$ cat config.mk
export PLATFORM = sky130hd
export DESIGN_NAME = io_bridge
export DESIGN_NICKNAME = d
export VERILOG_FILES = /design/src/rtl/io_pkg.sv /design/src/rtl/io_fifo.sv /design/src/rtl/io_bridge.sv
export SDC_FILE = /design/constraint.sdc
export NUM_CORES = 1
export LEC_CHECK = 0
export BUFFER_PORTS_ARGS = -buffer_cell sky130_fd_sc_hd__buf_4
export CAP_MARGIN = 20
export CELL_PAD_IN_SITES_DETAIL_PLACEMENT = 1
export CELL_PAD_IN_SITES_GLOBAL_PLACEMENT = 1
export CORE_MARGIN = 1.5
export CORE_UTILIZATION = 50
export DETAILED_ROUTE_END_ITERATION = 6
export PLACE_DENSITY_LB_ADDON = 0.05
export SETUP_SLACK_MARGIN = 0.3
export SYNTH_ARGS = -nofsm -noshare
export SYNTH_HDL_FRONTEND = slang
export SYNTH_SLANG_ARGS = --single-unit
$ cat constraint.sdc
create_clock -name clk -period 4.9 [get_ports clk]
set_input_delay 0.245 -clock clk [delete_from_list [all_inputs] [get_ports clk]]
set_output_delay 0.245 -clock clk [all_outputs]
set_load 0.02 [all_outputs]
$ cat src/rtl/io_pkg.sv
// Shared constants and types for the processor I/O bridge.
// Word width, default FIFO geometry and the idle input word.
package io_pkg;

    localparam int IO_WORD_W = 16;
    localparam int IO_DEPTH  = 4;
    localparam int IO_PTR_W  = 2;

    typedef logic [IO_WORD_W-1:0] io_word_t;

    localparam io_word_t IO_IDLE_WORD = 16'h0000;

endpackage

$ cat src/rtl/io_fifo.sv
// First-word-fall-through FIFO with wrap-bit pointers.
// Head is visible combinationally; push/pop act on the clock edge.
module io_fifo
    import io_pkg::*;
#(
    parameter int WIDTH = IO_WORD_W,
    parameter int DEPTH = IO_DEPTH,
    parameter int PTR_W = IO_PTR_W
) (
    input  logic             clk,
    input  logic             reset,
    input  logic             push,
    input  logic             pop,
    input  logic [WIDTH-1:0] din,
    output logic [WIDTH-1:0] dout,
    output logic             full,
    output logic             empty,
    output logic [PTR_W:0]   count
);

    logic [WIDTH-1:0] mem [DEPTH];
    logic [PTR_W:0]   wr_ptr;
    logic [PTR_W:0]   rd_ptr;

    // Extra top bit separates a full ring from an empty one.
    assign count = wr_ptr - rd_ptr;
    assign empty = (wr_ptr == rd_ptr);
    assign full  = (wr_ptr[PTR_W] != rd_ptr[PTR_W]) &&
                   (wr_ptr[PTR_W-1:0] == rd_ptr[PTR_W-1:0]);
    assign dout  = mem[rd_ptr[PTR_W-1:0]];

    // Pointer update; the caller guarantees no push into a full
    // FIFO unless a pop happens in the same cycle.
    always_ff @(posedge clk or posedge reset) begin
        if (reset) begin
            wr_ptr <= '0;
            rd_ptr <= '0;
        end else begin
            if (push)
                wr_ptr <= wr_ptr + 1'b1;
            if (pop)
                rd_ptr <= rd_ptr + 1'b1;
        end
    end

    // Storage write; cleared on reset so stale words never leak out.
    always_ff @(posedge clk or posedge reset) begin
        if (reset) begin
            for (int i = 0; i < DEPTH; i++)
                mem[i] <= '0;
        end else if (push) begin
            mem[wr_ptr[PTR_W-1:0]] <= din;
        end
    end

endmodule

$ cat src/rtl/io_bridge.sv
// Bridge between the processor ioOut/ioIn buses and a device
// valid/ready channel pair, with a stall back to the control unit.
module io_bridge
    import io_pkg::*;
#(
    parameter int DEPTH = IO_DEPTH,
    parameter int PTR_W = IO_PTR_W
) (
    input  logic                 clk,
    input  logic                 reset,
    input  logic                 io_wr,
    input  logic                 io_rd,
    input  logic [IO_WORD_W-1:0] ioOut,
    output logic [IO_WORD_W-1:0] ioIn,
    output logic                 io_stall,
    output logic [IO_WORD_W-1:0] tx_data,
    output logic                 tx_valid,
    input  logic                 tx_ready,
    input  logic [IO_WORD_W-1:0] rx_data,
    input  logic                 rx_valid,
    output logic                 rx_ready,
    output logic [PTR_W:0]       tx_count,
    output logic [PTR_W:0]       rx_count
);

    logic     tx_push;
    logic     tx_pop;
    logic     tx_full;
    logic     tx_empty;
    logic     rx_push;
    logic     rx_pop;
    logic     rx_full;
    logic     rx_empty;
    io_word_t rx_head;

    // Transmit side: a pop frees a slot in the same cycle, so a
    // write into a full FIFO still lands when the device drains.
    always_comb begin
        tx_valid = !tx_empty;
        tx_pop   = tx_valid && tx_ready;
        tx_push  = io_wr && (!tx_full || tx_pop);
    end

    // Receive side: rx_ready comes from registered occupancy only,
    // never from io_rd, to keep the device handshake path short.
    always_comb begin
        rx_ready = !rx_full;
        rx_push  = rx_valid && rx_ready;
        rx_pop   = io_rd && !rx_empty;
        ioIn     = rx_empty ? IO_IDLE_WORD : rx_head;
    end

    // Processor holds state while either request cannot complete.
    always_comb begin
        io_stall = (io_wr && tx_full && !tx_pop) ||
                   (io_rd && rx_empty);
    end

    io_fifo #(
        .WIDTH (IO_WORD_W),
        .DEPTH (DEPTH),
        .PTR_W (PTR_W)
    ) u_tx_fifo (
        .clk   (clk),
        .reset (reset),
        .push  (tx_push),
        .pop   (tx_pop),
        .din   (ioOut),
        .dout  (tx_data),
        .full  (tx_full),
        .empty (tx_empty),
        .count (tx_count)
    );

    io_fifo #(
        .WIDTH (IO_WORD_W),
        .DEPTH (DEPTH),
        .PTR_W (PTR_W)
    ) u_rx_fifo (
        .clk   (clk),
        .reset (reset),
        .push  (rx_push),
        .pop   (rx_pop),
        .din   (rx_data),
        .dout  (rx_head),
        .full  (rx_full),
        .empty (rx_empty),
        .count (rx_count)
    );

endmodule

==> parameters.txt <==
Parameter                              Value

Detailed routing
  Avg WL per Cell    21.01 µm
  Number of iterations in the first detailed-routing pass    4
  Detailed-route vias per instance    5.528
  DRC violation total after the first TritonRoute iteration    150
  Via count of the routed design    3798
  Final wirelength    ~14000 µm
  Number of design rule violations left after detail routing    0
  Remaining antenna violation count    0

GRT
  Overall Global Routing Usage    0.2181
  Pin count of the biggest net entering global routing    88
  GRT Residual Overflow    0
  Vias in the first global route    4307
  First-pass GRT wire length    23800 µm
  Antenna violations before repair    0

Setup path
  Worst setup path startpoint    u_tx_fifo.rd_ptr[1]
  Slowest Stage Delay on Critical Path    990 ps
  Critical Path AT    3480 ps
  R2R Path End    u_tx_fifo.mem[58]
  CP max FO    20
  Depth of the worst register-to-register path    5
  Total stage count of the critical path    5
  Reg-to-reg critical path startpoint    u_tx_fifo.rd_ptr[1]
  Element type at the critical path start    flop
  R2r setup slk    1730 ps
  Critical-path cell with the highest stage delay    sky130_fd_sc_hd__dfrtp_1
  Worst path buffer plus inverter count    1
  Critical Setup Path Class    reg -> reg
  Critical path capture point type    flop
  Critical Path RT    approximately 5200 ps
  Critical Path End    u_tx_fifo.mem[58]
  Cell class contributing the biggest share of worst-path delay    flip-flops
  Worst path cell trace    inv_1, ha_1, nand3b_1, o211a_1, mux2_2

Timing
  Worst Tran Pin Value    about 1000 ps
  Worst Hold Slack    just over 70 ps
  Total Negative Setup Slacks    0 ps
  Final count of hold timing violations    0
  Number of setup violations in the final report    0
  Final worst path period need    3173 ps
  Unrepaired setup endpoints after global routing    false
  Share of the clock period used by the worst path    0.6475
  Final Skew    6.896 ps
  Slew Viols, Final    0
  Normalized max-slew margin    0.3175
  Achievable Freq    315.2 MHz

Placement
  Post-placement cell area    0.007594 mm²
  Number of buffers inserted by port buffering    78
  Dpl hpwl    9009 µm
  Placer Congestion    0.7670

Logic synthesis
  Count of warnings emitted by yosys    0
  Top-count cell post-synth    sky130_fd_sc_hd__dfrtp_1
  Share of the yosys chip area belonging to registers    0.5022
  Area share of the largest cell type after synthesis    0.5022
  Number of nets in the synthesized netlist    between 400 and 500
  Synthesized cell area    0.006977 mm²
  Cell types occupying the most area after synthesis    sky130_fd_sc_hd__dfrtp_1 (50%), sky130_fd_sc_hd__mux2_4 (15%), sky130_fd_sc_hd__mux2_2 (10%), sky130_fd_sc_hd__mux4_2 (9.4%), sky130_fd_sc_hd__ha_1 (2.5%)
  Number of instances in the synthesized netlist    415
  Main flop type after synthesis    sky130_fd_sc_hd__dfrtp_1
  Share of async-settable or async-resettable flops after synthesis    1.000
  Number of library cell types mapped by synthesis    37
  Number of enable-type register cells in the synthesized netlist    0
  Top cells by instance count after synthesis    sky130_fd_sc_hd__dfrtp_1 (140), sky130_fd_sc_hd__mux2_4 (70), sky130_fd_sc_hd__mux2_2 (63), sky130_fd_sc_hd__mux4_2 (29), sky130_fd_sc_hd__ha_1 (14)
  Leading area contributor after synthesis    sky130_fd_sc_hd__dfrtp_1
  Flop and latch count out of synthesis    140
  Mapped Avg Cell Area    16.81 µm²

Floorplanning
  Area of the die    0.01467 mm²
  Number of top-level pins    a little under 80
  Horizontal die dimension    121.1 µm
  Starting Density    0.5186
  Total core area    0.01345 mm²
  Die Ht    121.1 µm
  Std-Cell Rows    42

Layout
  Reg area    0.003503 mm²
  Final design area excluding fillers    ~0.008 mm²
  Number of filler instances in the final layout    1236
  Area of the multi-input gates    ~0.0032 mm²
  Layout cells sized above 1    0.5793
  Synth-to-Final Area Change    17.79%
  Diodes inserted    0
  Final net count    552
  End-of-flow core utilization    0.6109

Clocking
  Number of buffers added by the clock tree synthesis step    17
  Clock tree from TritonCTS    done
  Clock-pin slew reported for the worst setup and hold paths after clock tree synthesis    70 ps
  Resized cells post-CTS    0
  CTS root buf    sky130_fd_sc_hd__clkbuf_16
  H-tree depth    4
  Total clock sinks    140
  Worst-Skew Late Latency    roughly 430 ps
  Max clock buf depth    2

Worst hold path
  Min-Delay Path Depth    2
  Hold Path Class    in -> reg

Run status
  Run status    complete, no violations

Power
  Power per cell area    869.7 mW/mm²
  VDD IR-drop max    0.0004300 V
  Leakage component of the power    3.772 nW

Job
  Count of max-cap constraint violations    0
-- cell families (layout without fill, tap and decap cells) --
logic type                 after synthesis  after routing  synth area share
AOI/OAI and AO/OA                       17             17           0.02636
xor gates and xnor gates                 9              9           0.01345
adders and majority gates               16             16           0.03085
buffers and inverters                   33            129           0.04017
DFF                                    140            140            0.5022
muxes                                  166            166            0.3585
and+or+nand+nor                         34             34           0.02851
-- cell type report --
type	instances	share of cell area
repair buffers	84	0.07704
clock inverters	15	0.02299
multi-input cells	242	0.3886
flip-flops and latches	140	0.4263
clock buffers	17	0.05177
inverters	13	0.006547
well taps	176	0.02680
-- cell usage in the layout (no fill, tap or decap), drive strengths merged --
cell	n
bufinv	3
o21ai	5
nor3	3
xnor2	8
a22o	1
o21bai	1
dfrtp	140
clkinv	3
inv	17
fa	2
a221o	1
nand3	1
mux2i	1
and2	1
clkbuf	17
mux2	133
a21oi	1
nor2b	9
xor2	1
o211ai	3
and2b	7
buf	83
dlygate4sd3	1
nand3b	1
clkinvlp	5
ha	14
a211o	1
nor2	3
mux4	32
nand2	9
a31o	1
o211a	3
-- layer usage --
layer	routed length (µm)	vias to the layer above	GRT usage
met2	7436	62	0.3622
li1	-	1682	-
met5	0	-	0
met4	214	0	0.07647
met1	6203	2033	0.2772
met3	577	21	0.05827
-- power breakdown --
group | leakage, nW | switching, mW | total (mW) | internal (mW)
logic | 1.83 | 1.65 | 3.65 | 2.01
registers | 1.66 | 0.392 | 2.15 | 1.76
clock network | 0.283 | 0.534 | 1.34 | 0.808
total | 3.77 | 2.57 | 7.15 | 4.57
-- flip-flops by register name, summed over array words and instances (netlist names) --
name,flops
u_rx_fifo.mem,64
u_rx_fifo.rd_ptr,3
u_rx_fifo.wr_ptr,3
u_tx_fifo.mem,64
u_tx_fifo.rd_ptr,3
u_tx_fifo.wr_ptr,3
-- how the worst min path moves through the flow --
stage	slack, ps	start	endpoint
floorplan	390	rx_data[0]	u_rx_fifo.mem[0]
global placement	450	reset	u_rx_fifo.mem[52]
detailed placement	460	reset	u_rx_fifo.mem[20]
CTS	60	rx_data[14]	u_rx_fifo.mem[14]
global route	60	rx_data[12]	u_rx_fifo.mem[60]
finish	70	rx_data[14]	u_rx_fifo.mem[14]
-- stage by stage --
step,power (mW),setup WS (ps),std cells
after global placement,5.719,1807,654
after detailed placement,5.845,1695,654
after CTS,7.233,1696,687
after global routing,7.569,1558,687
final,7.147,1727,687
after floorplan,4.776,902.1,415
-- timing repair --
action                                  4_1_cts  5_1_grt
hold buffers                                  1        0
endpoints found under the setup margin        0        0
setup buffers                                 0        0
endpoints found under the hold margin         4        0
(Power assumes the default switching activity.)
